File: src/rtl/fifo_rd_stream.sv
// Read-side drain engine: issues credit-limited FIFO reads, tracks returns and buffers words for a valid/ready consumer.
// Optional statistics counters are built when FIFO_RD_STREAM_STATS_EN is defined.
module fifo_rd_stream #(
    parameter int unsigned FIFO_WIDTH = 8,
    parameter int unsigned FIFO_DEPTH = 8,
    parameter int unsigned RD_LATENCY = 2,
    parameter int unsigned BUF_DEPTH  = 4
) (
    input  logic                          clk,
    input  logic                          resetN,
    input  logic                          en,
    input  logic                          flush,
    input  logic                          fifoEmpty,
    input  logic [$clog2(FIFO_DEPTH):0]   fifoDataCount,
    input  logic [FIFO_WIDTH-1:0]         fifoRdData,
    output logic                          fifoRdEn,
    output logic                          outValid,
    input  logic                          outReady,
    output logic [FIFO_WIDTH-1:0]         outData,
    output logic                          busy,
    output logic [31:0]                   beatCount,
    output logic [31:0]                   stallCount
);

    localparam int unsigned PW = (BUF_DEPTH > 1) ? $clog2(BUF_DEPTH) : 1;
    localparam int unsigned OW = $clog2(BUF_DEPTH) + 1;
    localparam int unsigned IW = $clog2(RD_LATENCY) + 1;
    localparam int unsigned CW = $clog2(BUF_DEPTH + RD_LATENCY) + 1;

    localparam logic [1:0] IDLE   = 2'd0;
    localparam logic [1:0] ACTIVE = 2'd1;
    localparam logic [1:0] DRAIN  = 2'd2;

    logic [1:0]            state;
    logic [1:0]            state_nxt;
    logic                  clr_ptrs;
    logic [PW-1:0]         wr_ptr;
    logic [PW-1:0]         rd_ptr;
    logic [OW-1:0]         occ;
    logic [IW-1:0]         inflight;
    logic [RD_LATENCY-1:0] ret_sr;
    logic [FIFO_WIDTH-1:0] mem [BUF_DEPTH];
    logic                  pop;
    logic                  accept;
    logic                  ret;
    logic                  wr;
    logic [CW-1:0]         credit_used;
    logic                  unused_count;

    // Occupancy is informational only on this side of the FIFO.
    assign unused_count = ^fifoDataCount;

    // Credits cover both buffered words and reads still in the FIFO pipeline.
    assign credit_used = CW'(occ) + CW'(inflight) - CW'(pop);
    assign fifoRdEn    = en && !fifoEmpty && (state != DRAIN) && (credit_used < CW'(BUF_DEPTH));
    assign accept      = fifoRdEn && !fifoEmpty;
    assign outValid    = (occ != '0) && (state != DRAIN);
    assign pop         = outValid && outReady;
    assign ret         = ret_sr[RD_LATENCY-1];
    assign wr          = ret && (state != DRAIN);
    assign outData     = mem[rd_ptr];
    assign busy        = (state != IDLE);

    always_ff @(posedge clk) begin
        if (!resetN) begin
            state <= IDLE;
        end else begin
            state <= state_nxt;
        end
    end

    always_comb begin
        state_nxt = state;
        clr_ptrs  = 1'b0;
        case (state)
            IDLE: begin
                clr_ptrs = flush;
                if (accept) begin
                    state_nxt = ACTIVE;
                end
            end
            ACTIVE: begin
                if (flush) begin
                    state_nxt = DRAIN;
                end else if ((occ == '0) && (inflight == '0) && !accept) begin
                    state_nxt = IDLE;
                end
            end
            DRAIN: begin
                if (inflight == '0) begin
                    state_nxt = IDLE;
                    clr_ptrs  = 1'b1;
                end
            end
            default: state_nxt = IDLE;
        endcase
    end

    // Return tracking and circular buffer; returns landing during DRAIN are dropped.
    always_ff @(posedge clk) begin
        if (!resetN) begin
            ret_sr   <= '0;
            inflight <= '0;
            wr_ptr   <= '0;
            rd_ptr   <= '0;
            occ      <= '0;
            for (int i = 0; i < int'(BUF_DEPTH); i++) begin
                mem[i] <= '0;
            end
        end else begin
            ret_sr   <= RD_LATENCY'({ret_sr, accept});
            inflight <= inflight + IW'(accept) - IW'(ret);
            if (clr_ptrs) begin
                wr_ptr <= '0;
                rd_ptr <= '0;
                occ    <= '0;
            end else begin
                if (wr) begin
                    mem[wr_ptr] <= fifoRdData;
                    wr_ptr      <= wr_ptr + PW'(1);
                end
                if (pop) begin
                    rd_ptr <= rd_ptr + PW'(1);
                end
                occ <= occ + OW'(wr) - OW'(pop);
            end
        end
    end

`ifdef FIFO_RD_STREAM_STATS_EN
    // Delivery and backpressure statistics; flush leaves them untouched.
    always_ff @(posedge clk) begin
        if (!resetN) begin
            beatCount  <= '0;
            stallCount <= '0;
        end else begin
            if (pop) begin
                beatCount <= beatCount + 32'd1;
            end
            if (outValid && !outReady) begin
                stallCount <= stallCount + 32'd1;
            end
        end
    end
`else
    assign beatCount  = '0;
    assign stallCount = '0;
`endif

endmodule

File: config.mk
export PLATFORM = sky130hd
export DESIGN_NAME = fifo_rd_stream
export DESIGN_NICKNAME = d
export VERILOG_FILES = /design/src/rtl/fifo_rd_stream.sv
export SDC_FILE = /design/constraint.sdc
export NUM_CORES = 1
export LEC_CHECK = 0
export CAP_MARGIN = 10
export CORE_ASPECT_RATIO = 1.5
export CORE_UTILIZATION = 23
export DETAILED_ROUTE_END_ITERATION = 7
export PLACE_DENSITY = 0.53
export SLEW_MARGIN = 20
export SYNTH_ARGS = -nofsm -noshare
export SYNTH_HDL_FRONTEND = slang
export SYNTH_SLANG_ARGS = --single-unit
File: constraint.sdc
create_clock -name clk -period 2.8 [get_ports clk]
set_input_delay 0.42 -clock clk [delete_from_list [all_inputs] [get_ports clk]]
set_output_delay 0.42 -clock clk [all_outputs]
set_load 0.02 [all_outputs]
# After elaboration in Yosys (flattened, before gate mapping)

Memory sizes are Yosys's and may differ from the RTL's. A register that Yosys moved wholly into a read port is not among the register bits.
Index checks and enable logic that the tools add are counted.

Add/sub/neg operators: 8
Multipliers: 0
Divide/modulo/power cells: 0
$lt $le $gt $ge: 1
Eq/ne operators: 6
Shift-type cells: 0
Muxes and demuxes: 17
Bitwise operators: 1
Reductions and logical operators: 19

Operator list:

| cell                                               | number |
|---|---|
| two-way mux 2 bit                                  | 7 |
| logical AND 1 bit                                  | 9 |
| two-way mux 8 bit                                  | 1 |
| OR reduction 8 bit                                 | 1 |
| two-way mux 1 bit                                  | 7 |
| inequality test 2 bit, second input constant       | 3 |
| case mux 2 bit (3 select lines)                    | 1 |
| adder 2 x 1 -> 2 bit, second input constant        | 2 |
| adder 3 x 2 -> 4 bit                               | 1 |
| zero test 2 bit                                    | 2 |
| < comparator 4 x 3 -> 1 bit, second input constant | 1 |
| subtractor 4 x 1 -> 4 bit                          | 1 |
| adder 3 x 1 -> 3 bit                               | 1 |
| zero test 3 bit                                    | 1 |
| inequality test 3 bit, second input constant       | 1 |
| AND reduction 3 bit                                | 1 |
| nonzero test 3 bit                                 | 1 |
| subtractor 3 x 1 -> 3 bit                          | 1 |
| adder 2 x 1 -> 2 bit                               | 1 |
| == test 2 x 1 -> 1 bit, second input constant      | 1 |
| == test 2 bit, second input constant               | 1 |
| zero test 1 bit                                    | 2 |
| case mux 1 bit (2 select lines)                    | 1 |
| nonzero test 2 bit                                 | 1 |
| 3 further kinds                                    | 3 |

Flip-flop bits (word level): 13
Bits in latches: 0
Bits in writable memories: 32
Bits in read-only memories: 0
Bits of input ports: 18
Memories kept: 1

Memories:

| name | depth | bits a word | rd ports | clocked after Yosys merged registers in | write ports | line | RTL |
|---|---|---|---|---|---|---|---|
| mem  | 4     | 8           | 1        | 1                                       | 4           | 42   | `logic [FIFO_WIDTH-1:0] mem [BUF_DEPTH];` |

# Longest topological paths before layout

Gate-level depths: netlist of the first run.

Depth in word-level cells: 12
Mapped depth: 15
Mapped depth without buffers: 15

# Worst setup path after synthesis of the first run

OpenSTA, ideal clock, no wires.

Path kind: register to register
Start point: register occ[1]
End point: register inflight[1]
Arrival: 2.920 ns
Data required time: 2.672 ns
Setup slack: -0.247 ns
Stages on the path, launching flop included: 14
Path buffers: 0
Period minus slack after synthesis: 3.047 ns
Cell sequence: dfxtp_1 or3_1 and3_1 ha_1 nand3b_1 a211o_1 a31oi_2 inv_2 ha_1 inv_1 ha_1 xnor2_1 xnor2_1 nor2_1

Word-level cells in the longest chain between the ends: 9
Elaborated cells between the ends (all ways): 10
Those cells by class: 4 x add/sub; 1 x order compare; 5 x reduce/logical

RTL lines:

| what                        | line | RTL |
|---|---|---|
| from (decl)                 | 39   | `logic [OW-1:0] occ;` |
| from (signal assigned)      | 125  | `occ <= occ + OW'(wr) - OW'(pop);` |
| nonzero test 3 bit          | 57   | `assign outValid = (occ != '0) && (state != DRAIN);` |
| logical AND 1 bit           | 57   |  |
| logical AND 1 bit           | 58   | `assign pop = outValid && outReady;` |
| net pop                     | 43   | `logic pop;` |
| subtractor 4 x 1 -> 4 bit   | 54   | `assign credit_used = CW'(occ) + CW'(inflight) - CW'(pop);` |
| < comparator 4 x 3 -> 1 bit | 55   | `assign fifoRdEn = en && !fifoEmpty && (state != DRAIN) && (credit_used < CW'(BUF_DEPTH));` |
| logical AND 1 bit           | 55   |  |
| net fifoRdEn                | 16   | `output logic fifoRdEn,` |
| logical AND 1 bit           | 56   | `assign accept = fifoRdEn && !fifoEmpty;` |
| adder 2 x 1 -> 2 bit        | 112  | `inflight <= inflight + IW'(accept) - IW'(ret);` |
| subtractor 2 x 1 -> 2 bit   | 112  |  |
| to (signal assigned)        | 112  |  |
| to (decl)                   | 40   | `logic [IW-1:0] inflight;` |

The timed path passes the listed nets, and every way through them passes these cells.
A chain may end at the register's enable or synchronous reset.

# Worst setup path after layout of the first run

Start point: register occ[0]
End point: register inflight[1]

Word-level cells in the longest chain between the ends: 9
Elaborated cells between the ends (all ways): 10
Those cells by class: 4 x add/sub; 1 x order compare; 5 x reduce/logical

RTL lines:

| what                        | line |
|---|---|
| nonzero test 3 bit          | 57 |
| logical AND 1 bit           | 57 |
| logical AND 1 bit           | 58 |
| net pop                     | 43 |
| subtractor 4 x 1 -> 4 bit   | 54 |
| < comparator 4 x 3 -> 1 bit | 55 |
| logical AND 1 bit           | 55 |
| logical AND 1 bit           | 56 |
| adder 2 x 1 -> 2 bit        | 112 |
| subtractor 2 x 1 -> 2 bit   | 112 |

The timed path passes the listed nets, and every way through them passes these cells.

==> results of run 1 <==
[per-stage QoR]
step | setup slack [ns] | utilization [%]
final | 0.0333 | 28.5
after global routing | -0.0914 | 28.5
after CTS | 0.0225 | 28.2
after detailed placement | -0.360 | 27.0
after global placement | -0.341 | 27.0
after floorplan | 0.00596 | -
[logic make-up (layout without fill, tap and decap cells)]
group	after synthesis	count (layout)	share of synthesized area [%]
xor+xnor	8	8	2.64
buf+inv	93	73	22.4
simple gates	67	67	12.7
other cells	1	64	0.141
fa+ha+maj	9	9	4.52
mux	8	8	6.78
flops	47	47	47.4
compound gates	14	14	3.48
[layout by cell type (no fill, tap or decap), drive strengths merged, types with 8 or more instances in the layout]
cell type	count
and2	11
inv	23
ha	8
nor3	8
nor2	30
edfxtp	32
clkdlybuf4s50	22
buf	19
conb	64
dfxtp	15
mux4	8
[repair_timing]
| item | in CTS | in global routing |
|---|---|---|
| resized for setup | 4 | 3 |
| setup endpoints to repair | 1 | 2 |
| pin swaps | 0 | 6 |
| buffers inserted | 0 | 1 |
[final timing paths]
| kind | to | slack (ns) | cells past startpoint |
|---|---|---|---|
| min reg2reg | ret_sr[1]$_SDFF_PN0_ | 0.44 | 1 |
| min | ret_sr[1]$_SDFF_PN0_ | 0.44 | 1 |
| max reg2reg | inflight[1]$_SDFF_PN0_ | 0.03 | 15 |
| max | inflight[1]$_SDFF_PN0_ | 0.03 | 15 |
[cells in the mapped netlist, drive strengths merged (2+ instances only)]
cell / n
buf: 69
edfxtp: 32
nor2: 30
inv: 23
dfxtp: 15
and2: 11
ha: 8
mux4: 8
nor3: 8
o21ai: 5
xnor2: 5
nand2b: 3
nand4: 3
or3: 3
xor2: 3
a21oi: 2
a31oi: 2
nand2: 2
nand3b: 2
o31ai: 2
[sequential cells by signal, summed over array words and instances, names as in the netlist, named ones only]
signal	count
ret_sr	2
rd_ptr	2
mem	32
state	2
inflight	2
occ	3
wr_ptr	2
[per-layer routing]
metal | vias to the layer above | track usage (%) | part of all wire (%)
li1 | 780 | - | -
met1 | 719 | 9.23 | 42
met2 | 65 | 14.3 | 51
met3 | 5 | 1.94 | 5.3
met4 | 0 | 1.91 | 0.99
met5 | - | 0 | 0
[critical path, delay by kind of cell (launching register included)]
kind	cells	cell delay, ns
compound gates	2	0.53
xor+xnor	2	0.25
fa+ha+maj	4	0.68
buf+inv	3	0.15
flops	1	0.32
simple gates	4	0.74
[power groups by stage]
stage	combinational [W]	sequential (W)	clock (W)
global route	0.000417	0.000797	0.000620
global placement	0.000368	0.000807	0
floorplan	0.000325	0.000807	0
finish	0.000379	0.000793	0.000585
detailed placement	0.000372	0.000808	0
CTS	0.000371	0.000793	0.000594
[final cells by class]
type / instances / area, µm²
Tap cell: 147 / 184
Clock buffer: 5 / 125
Sequential cell: 47 / 1260
Timing Repair Buffer: 42 / 373
Inverter: 23 / 88.8
Clock inverter: 3 / 20.0
Multi-Input combinational cell: 170 / 1120
Fill cell: 1195 / 7990
==> results.json, run 1 <==
{
  "outcome": "finished, final reports clean",
  "number_of_remaining_drc_errors": 0,
  "worst_hold_slack_after_final_layout_ns": 0.438,
  "routed_wl_per_cell_um": 10.7,
  "grt_start_max_net_pins": 16,
  "cpMostUsedCell": "sky130_fd_sc_hd__ha_4",
  "synth.area.top_cells": "sky130_fd_sc_hd__edfxtp_1, sky130_fd_sc_hd__buf_4, sky130_fd_sc_hd__dfxtp_1",
  "critical_path.startpoint_type": "flop",
  "route.detailed.vias_per_inst": 3.59,
  "worst_ep_required_time_ns": 2.98,
  "synthCells": 247,
  "fin_area_um2": 3180,
  "timing_hold_violations_final": 0,
  "clk_path_buf_depth": 2,
  "nNetsFinal": 316,
  "timing.critical_path.from": "occ[0]$_SDFF_PP0_",
  "layout_min_cycle_time_ns": 2.77,
  "tightest_slew_ns": 0.600,
  "cts_tree": "built",
  "final.period_utilization_pct": 98.8,
  "grt_first_pass_wirelength_um": 7360,
  "post_layout_nonfiller_instances": 437,
  "route.final.wire_length_um": 4670,
  "detailed_place_hpwl_um": 3430,
  "min_path_type": "flop to flop",
  "power_density_nw_per_um2": 552,
  "clock_tree.htree_level_count": 2,
  "overflow": 0,
  "worstSetupPathType": "flop to flop",
  "max_cap_violations": 0,
  "synth.yosys.seq_area_share_pct": 47.4,
  "count_of_state_elements_after_synthesis": 47,
  "fp.coreArea_um2": 11200,
  "post_cts_hold_buffer_count": 0,
  "dpl_cell_area_um2": 3010,
  "worst_clock_skew_ns": 0.00525,
  "max_clock_freq_mhz": 361,
  "r2r_start": "occ[0]$_SDFF_PP0_",
  "grt_setup_unrepaired": "true",
  "rows": 47,
  "timing.max_slew.rel_slack_pct": 59.7,
  "clock_power_share_pct": 33.3,
  "numPortBuffers": 24,
  "seqPwrFrac_pct": 45.1,
  "total_net_switching_power_w": 0.000498,
  "worstPathCellList": "or3_4 > and3_4 > ha_4 > inv_4 > ha_4 > nand3b_1 > a211o_1 > a31oi_4 > inv_2 > ha_4 > inv_2 > ha_4 > xnor2_2 > xnor2_1 > nor2_1",
  "die-height_um": 134,
  "internal-power_w": 0.00126,
  "worst_skew_pair.late_latency_ns": 0.28,
  "peakVddDrop_v": 0.000255,
  "slew_viol_final": 0,
  "clk_pin_slew_ns": 0.06,
  "design.die.area_um2": 12000,
  "comb_power_share_pct": 21.6,
  "first_global_vias": 1463,
  "synth_top_area_share_pct": 36.1,
  "syn-cell-area_um2": 2660,
  "clockRootBuffer": "sky130_fd_sc_hd__clkbuf_16",
  "areaGrowthSynthToFinish_pct": 19.6,
  "p_total_w": 0.00176,
  "cts_buffers": 5,
  "count_of_vias_placed_by_the_detailed_router": 1569,
  "cts.sink_count": 47,
  "critPathSlowestCell": "sky130_fd_sc_hd__or3_4",
  "yosysUniqueCellTypes": 36,
  "pin_count": 93,
  "synth_enable_flop_cells": 32,
  "count_of_final_setup_violators": 0,
  "synth_async_sr_flop_share_pct": 0,
  "starting_density_of_the_core_pct": 23.8,
  "detail_route.iter0.violations": 24,
  "finalWeightedCongestion": 0.735,
  "synth.avg_cell_area_um2": 10.8,
  "numPlacedInstances": 428,
  "power.static_leakage_nw": 1.31,
  "worst_setup_path_end_kind": "flop",
  "synth_ff_type": "sky130_fd_sc_hd__edfxtp_1",
  "grt_antenna_before_repair": 0,
  "critical-path-max-stage-delay_ns": 0.38,
  "chipWidth_um": 89.8,
  "timing.hold.worst.start": "ret_sr[0]$_SDFF_PN0_",
  "cp.arrival_ns": 2.94,
  "synthesis.yosys.warnings": 0,
  "postRouteAntennaNets": 0,
  "netSwitchingFraction_pct": 28.4,
  "drt-pass1-iter-count": 4,
  "setup_tns_ns": 0,
  "antenna-diode-count": 0,
  "synth_top_cell_by_area": "sky130_fd_sc_hd__edfxtp_1",
  "groute.usage.overall_pct": 7.88,
  "critPathMaxFanout": 3,
  "layout-drive-gt1-share_pct": 17.6
}
Note: power is estimated with default switching activity, not from simulation.
==> run 2, diff against run 1 <==
--- a/config.mk
+++ b/config.mk
@@ -9,6 +9,7 @@
 export CORE_ASPECT_RATIO = 1.5
 export CORE_UTILIZATION = 23
 export DETAILED_ROUTE_END_ITERATION = 7
+export GPL_TIMING_DRIVEN = 0
 export PLACE_DENSITY = 0.53
 export SLEW_MARGIN = 20
 export SYNTH_ARGS = -nofsm -noshare
==> results.json, run 2 (synthesized netlist as in run 1, its figures left out) <==
{
  "max_clock_freq_mhz": 358,
  "cts.sink_count": 47,
  "die-height_um": 134,
  "critical-path-max-stage-delay_ns": 0.38,
  "groute.usage.overall_pct": 8.75,
  "final.period_utilization_pct": 99.8,
  "commonest_cells_after_routing_fill_and_taps_aside": "sky130_fd_sc_hd__buf_4, sky130_fd_sc_hd__conb_1, sky130_fd_sc_hd__edfxtp_1",
  "layout.cells.most_common": "sky130_fd_sc_hd__buf_4",
  "tightest_slew_ns": 0.899,
  "cell_family_with_the_largest_share_of_critical_path_delay": "simple AND/OR/NAND/NOR gates",
  "timing.max_slew.rel_slack_pct": 39.7,
  "comb_power_share_pct": 23.4,
  "fillerInstances": 1185,
  "clockRootBuffer": "sky130_fd_sc_hd__clkbuf_16",
  "fin_util_pct": 32.2,
  "rr_endpoint": "inflight[1]$_SDFF_PN0_",
  "number_of_remaining_drc_errors": 0,
  "critPathSlowestCell": "sky130_fd_sc_hd__or3_4",
  "worst_setup_path_endpoint": "inflight[1]$_SDFF_PN0_",
  "critPathMaxFanout": 3,
  "overflow": 0,
  "fp.coreArea_um2": 11200,
  "crit_cells": 16,
  "grt_antenna_before_repair": 0,
  "worst_setup_path_end_kind": "flop",
  "peakVddDrop_v": 0.000263,
  "timing.reg2reg.setup_slack_ns": 0.006,
  "count_of_vias_placed_by_the_detailed_router": 1733,
  "design.die.area_um2": 12000,
  "layout.area.seq_um2": 1270,
  "numPortBuffers": 24,
  "cp.arrival_ns": 2.95,
  "areaGrowthSynthToFinish_pct": 35.4,
  "rows": 47,
  "worstSetupPathType": "flop to flop",
  "worst_ep_required_time_ns": 2.96,
  "antenna-diode-count": 0,
  "layout-drive-gt1-share_pct": 31.4,
  "total_net_switching_power_w": 0.000511,
  "grt_first_pass_wirelength_um": 8160,
  "ff2ff_path_depth": 16,
  "timing_hold_violations_final": 0,
  "clk_path_buf_depth": 2,
  "drt-pass1-iter-count": 4,
  "cpMostUsedCell": "sky130_fd_sc_hd__ha_4",
  "power.static_leakage_nw": 1.61,
  "route.detailed.vias_per_inst": 3.51,
  "detail_route.iter0.violations": 48,
  "grt_setup_unrepaired": "true",
  "worst_skew_pair.late_latency_ns": 0.29,
  "cts_buffers": 5,
  "clk_pin_slew_ns": 0.06,
  "worst_clock_skew_ns": 0.00505,
  "clock_power_share_pct": 33.3,
  "critical_path.n_buffers_inverters": 4,
  "register_containing_the_most_flip_flops_in_the_final_layout": "mem",
  "seqPwrFrac_pct": 43.3,
  "max_cap_violations": 0,
  "power_density_nw_per_um2": 512,
  "detailed_place_hpwl_um": 3740,
  "grt_start_max_net_pins": 16,
  "largest_registers": "mem x32, occ x3",
  "nNetsFinal": 373,
  "pin_count": 93,
  "routed_wl_per_cell_um": 10.3,
  "critical_path.startpoint_type": "flop",
  "slew_viol_final": 0,
  "cts_tree": "built",
  "timing.critical_path.from": "occ[1]$_SDFF_PP0_",
  "clock_tree.htree_level_count": 2,
  "largest_register_ffs": 32,
  "layout_min_cycle_time_ns": 2.79,
  "multi_input_comb_area_um2": 1130,
  "postRouteAntennaNets": 0,
  "p_total_w": 0.00184,
  "chipWidth_um": 89.8,
  "r2r_start": "occ[1]$_SDFF_PP0_",
  "finalWeightedCongestion": 0.723,
  "count_of_final_setup_violators": 0,
  "internal-power_w": 0.00133,
  "starting_density_of_the_core_pct": 23.8,
  "outcome": "finished, final reports clean",
  "netSwitchingFraction_pct": 27.7,
  "min_path_type": "flop to flop",
  "worstPathCellList": "or3_4 > and3_4 > ha_4 > inv_2 > ha_4 > nand3b_1 > buf_4 > nand4_1 > a31oi_4 > inv_2 > ha_4 > inv_2 > ha_4 > xnor2_2 > xnor2_1 > nor2_1",
  "route.final.wire_length_um": 5090,
  "first_global_vias": 1693
}
## run 2: power groups by stage
| stage | clock network [W] | logic (W) | registers [W] |
|---|---|---|---|
| 6_report | 0.000613 | 0.000431 | 0.000799 |
| 4_1_cts | 0.000627 | 0.000430 | 0.000799 |
| 2_1_floorplan | 0 | 0.000325 | 0.000807 |
| 3_5_place_dp | 0 | 0.000417 | 0.000814 |
| 5_1_grt | 0.000658 | 0.000473 | 0.000803 |
| 3_3_place_gp | 0 | 0.000407 | 0.000813 |
## run 2: how the worst min path moves through the flow
stage,start,to,slack [ns],cells after the start
6_report,ret_sr[0]$_SDFF_PN0_,ret_sr[1]$_SDFF_PN0_,0.44,1
5_1_grt,ret_sr[0]$_SDFF_PN0_,ret_sr[1]$_SDFF_PN0_,0.45,1
4_1_cts,ret_sr[0]$_SDFF_PN0_,ret_sr[1]$_SDFF_PN0_,0.45,1
3_5_place_dp,ret_sr[0]$_SDFF_PN0_,ret_sr[1]$_SDFF_PN0_,0.43,1
3_3_place_gp,ret_sr[0]$_SDFF_PN0_,ret_sr[1]$_SDFF_PN0_,0.42,1
2_1_floorplan,ret_sr[0]$_SDFF_PN0_,ret_sr[1]$_SDFF_PN0_,0.41,1
## run 2: timing repair
| action | 4_1_cts | 5_1_grt |
|---|---|---|
| pin swaps | 12 | 1 |
| resized for setup | 6 | 1 |
| hold buffers | 0 | 0 |
| buffers inserted | 4 | 0 |
| setup endpoints to repair | 2 | 2 |
## run 2: through the flow
step | std cells | hold slack, ns | instance area, µm² | setup slack (ns) | setup TNS (ns)
2_1_floorplan | 310 | 0.412 | 2970 | 0.00596 | 0
3_3_place_gp | 481 | 0.418 | 3390 | -0.406 | -1.84
3_5_place_dp | 482 | 0.430 | 3410 | -0.429 | -1.01
4_1_cts | 494 | 0.445 | 3600 | -0.0120 | -0.0120
5_1_grt | 494 | 0.451 | 3600 | -0.101 | -0.133
6_report | 494 | 0.440 | 3600 | 0.00604 | 0
## run 2: final cells by class
| class | instances | area share, % |
|---|---|---|
| buffer | 70 | 14.1 |
| clock buffer | 6 | 3.86 |
| clock inverter | 2 | 0.452 |
| inverter | 23 | 2.40 |
| multi-input combinational | 170 | 31.4 |
| sequential | 47 | 35.2 |
| tap | 147 | 5.11 |
| timing repair buffer | 29 | 7.54 |
## run 2: routing by layer
layer	global-route usage, %	wire length (µm)
met1	9.14	1940
met2	16.6	2760
met3	2.80	354
met4	2.46	36
met5	0	0
